==> src/rtl/cpu_pkg.sv <==
// Shared CPU definitions: ARM-style condition codes and NZCV flag bit positions.
package cpu_pkg;

  typedef enum logic [3:0] {
    COND_EQ = 4'b0000,
    COND_NE = 4'b0001,
    COND_CS = 4'b0010,
    COND_CC = 4'b0011,
    COND_MI = 4'b0100,
    COND_PL = 4'b0101,
    COND_VS = 4'b0110,
    COND_VC = 4'b0111,
    COND_HI = 4'b1000,
    COND_LS = 4'b1001,
    COND_GE = 4'b1010,
    COND_LT = 4'b1011,
    COND_GT = 4'b1100,
    COND_LE = 4'b1101,
    COND_AL = 4'b1110,
    COND_NV = 4'b1111
  } cond_t;

  localparam int FLAG_N = 3;
  localparam int FLAG_Z = 2;
  localparam int FLAG_C = 1;
  localparam int FLAG_V = 0;

endpackage

==> src/rtl/cond_check.sv <==
// Combinational condition evaluator: decides whether an instruction executes
// given its condition field and the architectural NZCV flags.
module cond_check
  import cpu_pkg::*;
(
  input  logic [3:0] cond,
  input  logic [3:0] flags,
  output logic       cond_ex
);

  cond_t cond_code;
  logic  n, z, c, v;

  assign cond_code = cond_t'(cond);
  assign n = flags[FLAG_N];
  assign z = flags[FLAG_Z];
  assign c = flags[FLAG_C];
  assign v = flags[FLAG_V];

  always_comb begin
    cond_ex = 1'b0;
    case (cond_code)
      COND_EQ: cond_ex = z;
      COND_NE: cond_ex = ~z;
      COND_CS: cond_ex = c;
      COND_CC: cond_ex = ~c;
      COND_MI: cond_ex = n;
      COND_PL: cond_ex = ~n;
      COND_VS: cond_ex = v;
      COND_VC: cond_ex = ~v;
      COND_HI: cond_ex = c & ~z;
      COND_LS: cond_ex = ~c | z;
      COND_GE: cond_ex = (n == v);
      COND_LT: cond_ex = (n != v);
      COND_GT: cond_ex = ~z & (n == v);
      COND_LE: cond_ex = z | (n != v);
      COND_AL: cond_ex = 1'b1;
      COND_NV: cond_ex = 1'b1;
      default: cond_ex = 1'b1;
    endcase
  end

endmodule

==> src/rtl/execute_cond_em.sv <==
// Execute-stage back half: NZCV flags register, conditional-execution squash,
// and the execute-to-memory pipeline register (falling-edge, like the other stages).
module execute_cond_em
  import cpu_pkg::*;
#(
  parameter int SIZE = 32
) (
  input  logic            CLK,
  input  logic            CLR,
  input  logic            PCSrcE,
  input  logic            RegWriteE,
  input  logic            MemToRegE,
  input  logic            MemWriteE,
  input  logic            BranchE,
  input  logic [1:0]      FlagWriteE,
  input  logic [3:0]      CondE,
  input  logic [3:0]      ALUFlags,
  input  logic [SIZE-1:0] ALUResultE,
  input  logic [SIZE-1:0] WriteDataE,
  input  logic [4:0]      WA3E,
  input  logic [6:0]      CtrlE,
  output logic            CondExE,
  output logic            PCSrcGatedE,
  output logic [3:0]      FlagsE,
  output logic            PCSrcM,
  output logic            RegWriteM,
  output logic            MemToRegM,
  output logic            MemWriteM,
  output logic [SIZE-1:0] ALUResultM,
  output logic [SIZE-1:0] WriteDataM,
  output logic [4:0]      WA3M,
  output logic [6:0]      CtrlM
);

  logic write_nz;
  logic write_cv;

  // The condition is tested against the registered flags, so an instruction
  // that also writes flags still sees the previous values.
  cond_check u_cond_check (
    .cond    (CondE),
    .flags   (FlagsE),
    .cond_ex (CondExE)
  );

  assign PCSrcGatedE = (PCSrcE | BranchE) & CondExE;
  assign write_nz    = FlagWriteE[1] & CondExE;
  assign write_cv    = FlagWriteE[0] & CondExE;

  always_ff @(negedge CLK or posedge CLR) begin
    if (CLR) begin
      FlagsE <= 4'b0000;
    end else begin
      if (write_nz) begin
        FlagsE[FLAG_N] <= ALUFlags[FLAG_N];
        FlagsE[FLAG_Z] <= ALUFlags[FLAG_Z];
      end
      if (write_cv) begin
        FlagsE[FLAG_C] <= ALUFlags[FLAG_C];
        FlagsE[FLAG_V] <= ALUFlags[FLAG_V];
      end
    end
  end

  // Side-effecting controls are squashed on a failed condition; data fields
  // travel regardless since nothing downstream consumes them without a control.
  always_ff @(negedge CLK or posedge CLR) begin
    if (CLR) begin
      PCSrcM     <= 1'b0;
      RegWriteM  <= 1'b0;
      MemToRegM  <= 1'b0;
      MemWriteM  <= 1'b0;
      ALUResultM <= '0;
      WriteDataM <= '0;
      WA3M       <= 5'd0;
      CtrlM      <= 7'd0;
    end else begin
      PCSrcM     <= PCSrcGatedE;
      RegWriteM  <= RegWriteE & CondExE;
      MemToRegM  <= MemToRegE;
      MemWriteM  <= MemWriteE & CondExE;
      ALUResultM <= ALUResultE;
      WriteDataM <= WriteDataE;
      WA3M       <= WA3E;
      CtrlM      <= CtrlE;
    end
  end

endmodule

==> config.mk <==
export PLATFORM = sky130hd
export DESIGN_NAME = execute_cond_em
export DESIGN_NICKNAME = d
export VERILOG_FILES = /design/src/rtl/cpu_pkg.sv /design/src/rtl/cond_check.sv /design/src/rtl/execute_cond_em.sv
export SDC_FILE = /design/constraint.sdc
export NUM_CORES = 1
export LEC_CHECK = 0
export CORE_MARGIN = 2
export CORE_UTILIZATION = 36
export CTS_CLUSTER_DIAMETER = 40
export DETAILED_ROUTE_END_ITERATION = 8
export PLACE_DENSITY = 0.84
export SLEW_MARGIN = 0
export SYNTH_ARGS = -nofsm -noshare
export SYNTH_HDL_FRONTEND = slang
export SYNTH_SLANG_ARGS = --single-unit
export TNS_END_PERCENT = 20
==> constraint.sdc <==
create_clock -name CLK -period 6.7 [get_ports CLK]
set_input_delay 1.34 -clock CLK [delete_from_list [all_inputs] [get_ports CLK]]
set_output_delay 1.34 -clock CLK [all_outputs]
set_load 0.01 [all_outputs]
==> results <==
-- cells in the final DEF, fill, tap and decap left out, types with 2 or more instances in the layout --
cell	Yosys	layout
a21oi_1	2	2
and2_1	2	2
buf_2	1	2
buf_4	0	15
bufinv_16	0	3
clkbuf_1	0	2
clkbuf_8	0	9
clkdlybuf4s50_1	0	173
dfrtn_1	84	84
dlymetal6s2s_1	0	2
inv_1	4	3
mux2_2	3	3
nand2_1	6	6
nand3b_1	3	3
nor2_2	1	2
nor3_1	3	3
-- sequential cells by signal, indices dropped and copies added, names as in the netlist --
name        flops
FlagsE          4
RegWriteM       1
WriteDataM     32
ALUResultM     32
PCSrcM          1
CtrlM           7
WA3M            5
MemToRegM       1
MemWriteM       1
-- per-layer routing --
metal | up-vias | part of all wire | global-route usage
met5 | - | 0 | 0
met4 | 0 | 0.026 | 0.1080
met3 | 15 | 0.12 | 0.08857
met2 | 121 | 0.52 | 0.3044
met1 | 851 | 0.33 | 0.1969
li1 | 838 | - | -
-- how the worst min path moves through the flow --
| stage | startpoint | endpoint | slack [ns] | cells after the start |
|---|---|---|---|---|
| after floorplan | FlagsE[1] | FlagsE[1] | 0.56 | 1 |
| after global placement | FlagsE[3] | FlagsE[3] | 0.54 | 1 |
| after detailed placement | FlagsE[3] | FlagsE[3] | 0.57 | 1 |
| after CTS | FlagsE[3] | FlagsE[3] | 0.56 | 1 |
| after global routing | FlagsE[3] | FlagsE[3] | 0.59 | 1 |
| final | FlagsE[1] | FlagsE[1] | 0.57 | 1 |
-- cell families after synthesis --
logic type / synth area share
flops: 0.8646
simple gates: 0.06846
compound gates: 0.03294
buf+inv: 0.01286
mux: 0.01390
xor+xnor: 0.007207
-- area by class of cell --
type / instances / area share
sequential: 84 / 0.4505
timing repair buffer: 194 / 0.4071
multi-input combinational: 41 / 0.06651
clock buffer: 11 / 0.02816
clock inverter: 5 / 0.02306
tap: 77 / 0.02065
inverter: 4 / 0.004023
-- critical path, stage by stage, from the launching register on --
cell and delay [ns]:
dfrtn_1 0.48, xor2_1 0.10, or4_1 0.43, a41oi_2 0.26, nor4_4 0.08, nor2_2 0.13
o21a_1 0.15, buf_2 0.13
-- timing repair --
action | CTS | global route
endpoints found under the setup margin | 2 | 5
setup buffers | 3 | 0
pin swaps | 5 | 3
gates resized for setup | 11 | 5
-- metrics by stage --
| stage | setup TNS, ns | power (W) | utilization |
|---|---|---|---|
| finish | -0.08798 | 0.001292 | 0.7265 |
| global route | -0.2106 | 0.001352 | 0.7265 |
| CTS | -0.2024 | 0.001302 | 0.7245 |
| detailed placement | -1.466 | 0.0008660 | 0.6842 |
| global placement | -0.9262 | 0.0008583 | 0.6842 |
| floorplan | 0 | 0.0006716 | - |
-- where the power goes --
part           switching [W]  internal, W  leakage (nW)
Sequential         0.0000222     0.000552         0.983
Combinational       0.000107     0.000186         0.915
Clock               0.000175     0.000250         0.118
==> run_results.csv <==
group,metric,value,unit
run_status,status,"complete, but fails checks",
run_status,violations,"negative setup slack",
worst_hold_path,hold_path.class,"reg -> reg",
flow_run,max-cap-violations,0,
synthesis,syn-cell-area,2431,um2
clocking,cts_buffers,9,
routing,postRouteAntennaNets,0,
power_and_ir_drop,power_density,277.0,nW/um2
routing,finalWirelength,6678,um
worst_setup_path,arrival,5.45,ns
routing,initialDrtViolationCount,45,
synthesis,yosysSeqAreaShare,0.8646,
worst_setup_path,cp_max_fo,5,
sta,drv_slew,0,
synthesis,synth.top_cells.by_count,"dfrtn_1 (84), nand2_1 (6), inv_1 (4)",
synthesis,synth_edf_count,0,
clocking,h-tree-depth,3,
sta,hold-worst-slack,0.5716,ns
worst_setup_path,critPathKind,"reg -> out",
sta,final_hold_viol_count,0,
synthesis,yosysWarnings,0,
routing,wl_per_cell,16.05,um
worst_setup_path,reg2reg_to,"FlagsE[0]",
final_layout,multi_input_area,310.3,um2
worst_setup_path,crit_path_start,"FlagsE[3]",
synthesis,ys_ff_latch,84,
die,placementRows,29,
global_route,overflow,0,
sta,setup_violations,1,
global_route,track_usage,0.1862,
sta,maxSlewHeadroom,0.6063,
synthesis,synth-async-reset-ratio,1.000,
sta,finClkSkew,0.0007638,ns
die,die_h,86.18,um
place,pre_cts_ws,-0.2637,ns
clocking,cts_tree,"yes",
die,start_util,0.3785,
global_route,grt_pass1_vias,1942,
worst_setup_path,end_kind,"output port",
final_layout,num-fill-cells,414,
die,die_area,7426,um2
routing,drc,0,
sta,worst_slew_pin_slew,0.5906,ns
global_route,grt_pass1_wl,9922,um
worst_setup_path,required,5.36,ns
sta,rsz0062_at_grt,"yes",
place,gp_congestion,0.7596,
place,port_buffers,178,
final_layout,design_area,4666,um2
synthesis,synth_top_area_frac,0.8646,
place,dp.cells,397,
die,coreArea,6422,um2
synthesis,synth_nets,224,
power_and_ir_drop,p_leak,2.016,nW
synthesis,synth_area_leaders,"dfrtn_1 (86%), mux2_2 (1.4%), nand2_1 (0.93%)",
worst_setup_path,endpoint,"PCSrcGatedE",
sta,fin_ws,-0.08798,ns
worst_setup_path,startpoint_type,"flop",
final_layout,nNetsFinal,427,
place,dp_hpwl,5188,um
final_layout,diodes,0,
clocking,clk_pin_slew_worst_paths,0.05,ns
die,fp.dieW,86.18,um
synthesis,synth_most_common_cell,"dfrtn_1",
clocking,cts_num_sinks,84,
routing,first_pass_iters,4,
final_layout,drive_gt1_frac,0.1298,
die,ioPinCount,179,
synthesis,synth_area_per_cell,18.56,um2
synthesis,ys.flop_type,"dfrtn_1",
worst_setup_path,rrSetupSlack,4.54,ns
final_layout,seqCellArea,2102,um2
worst_setup_path,r2r_cells,7,
clocking,insertion_delay,0.33,ns
routing,viasPerCell,4.387,
global_route,antenna_found_initial,0,
worst_setup_path,r2r_start,"FlagsE[3]",
power_and_ir_drop,vdd_drop_max,0.0002006,V
synthesis,yosysUniqueCellTypes,30,
clocking,cts_buffer_depth,2,
clocking,cts_root_buf,"clkbuf_8",
synthesis,synth.largest_area_cell,"dfrtn_1",
place,dpl-instance-area,4394,um2
synthesis,postSynthCellCount,131,
final_layout,area.growth.synth_to_final,91.92,%
global_route,grt_start_max_net_pins,51,
clocking,ctsHoldBuffers,0,
final_layout,fin_cells,416,
routing,dr_total_vias,1825,
No activity file was read; power rests on OpenSTA's default activity.
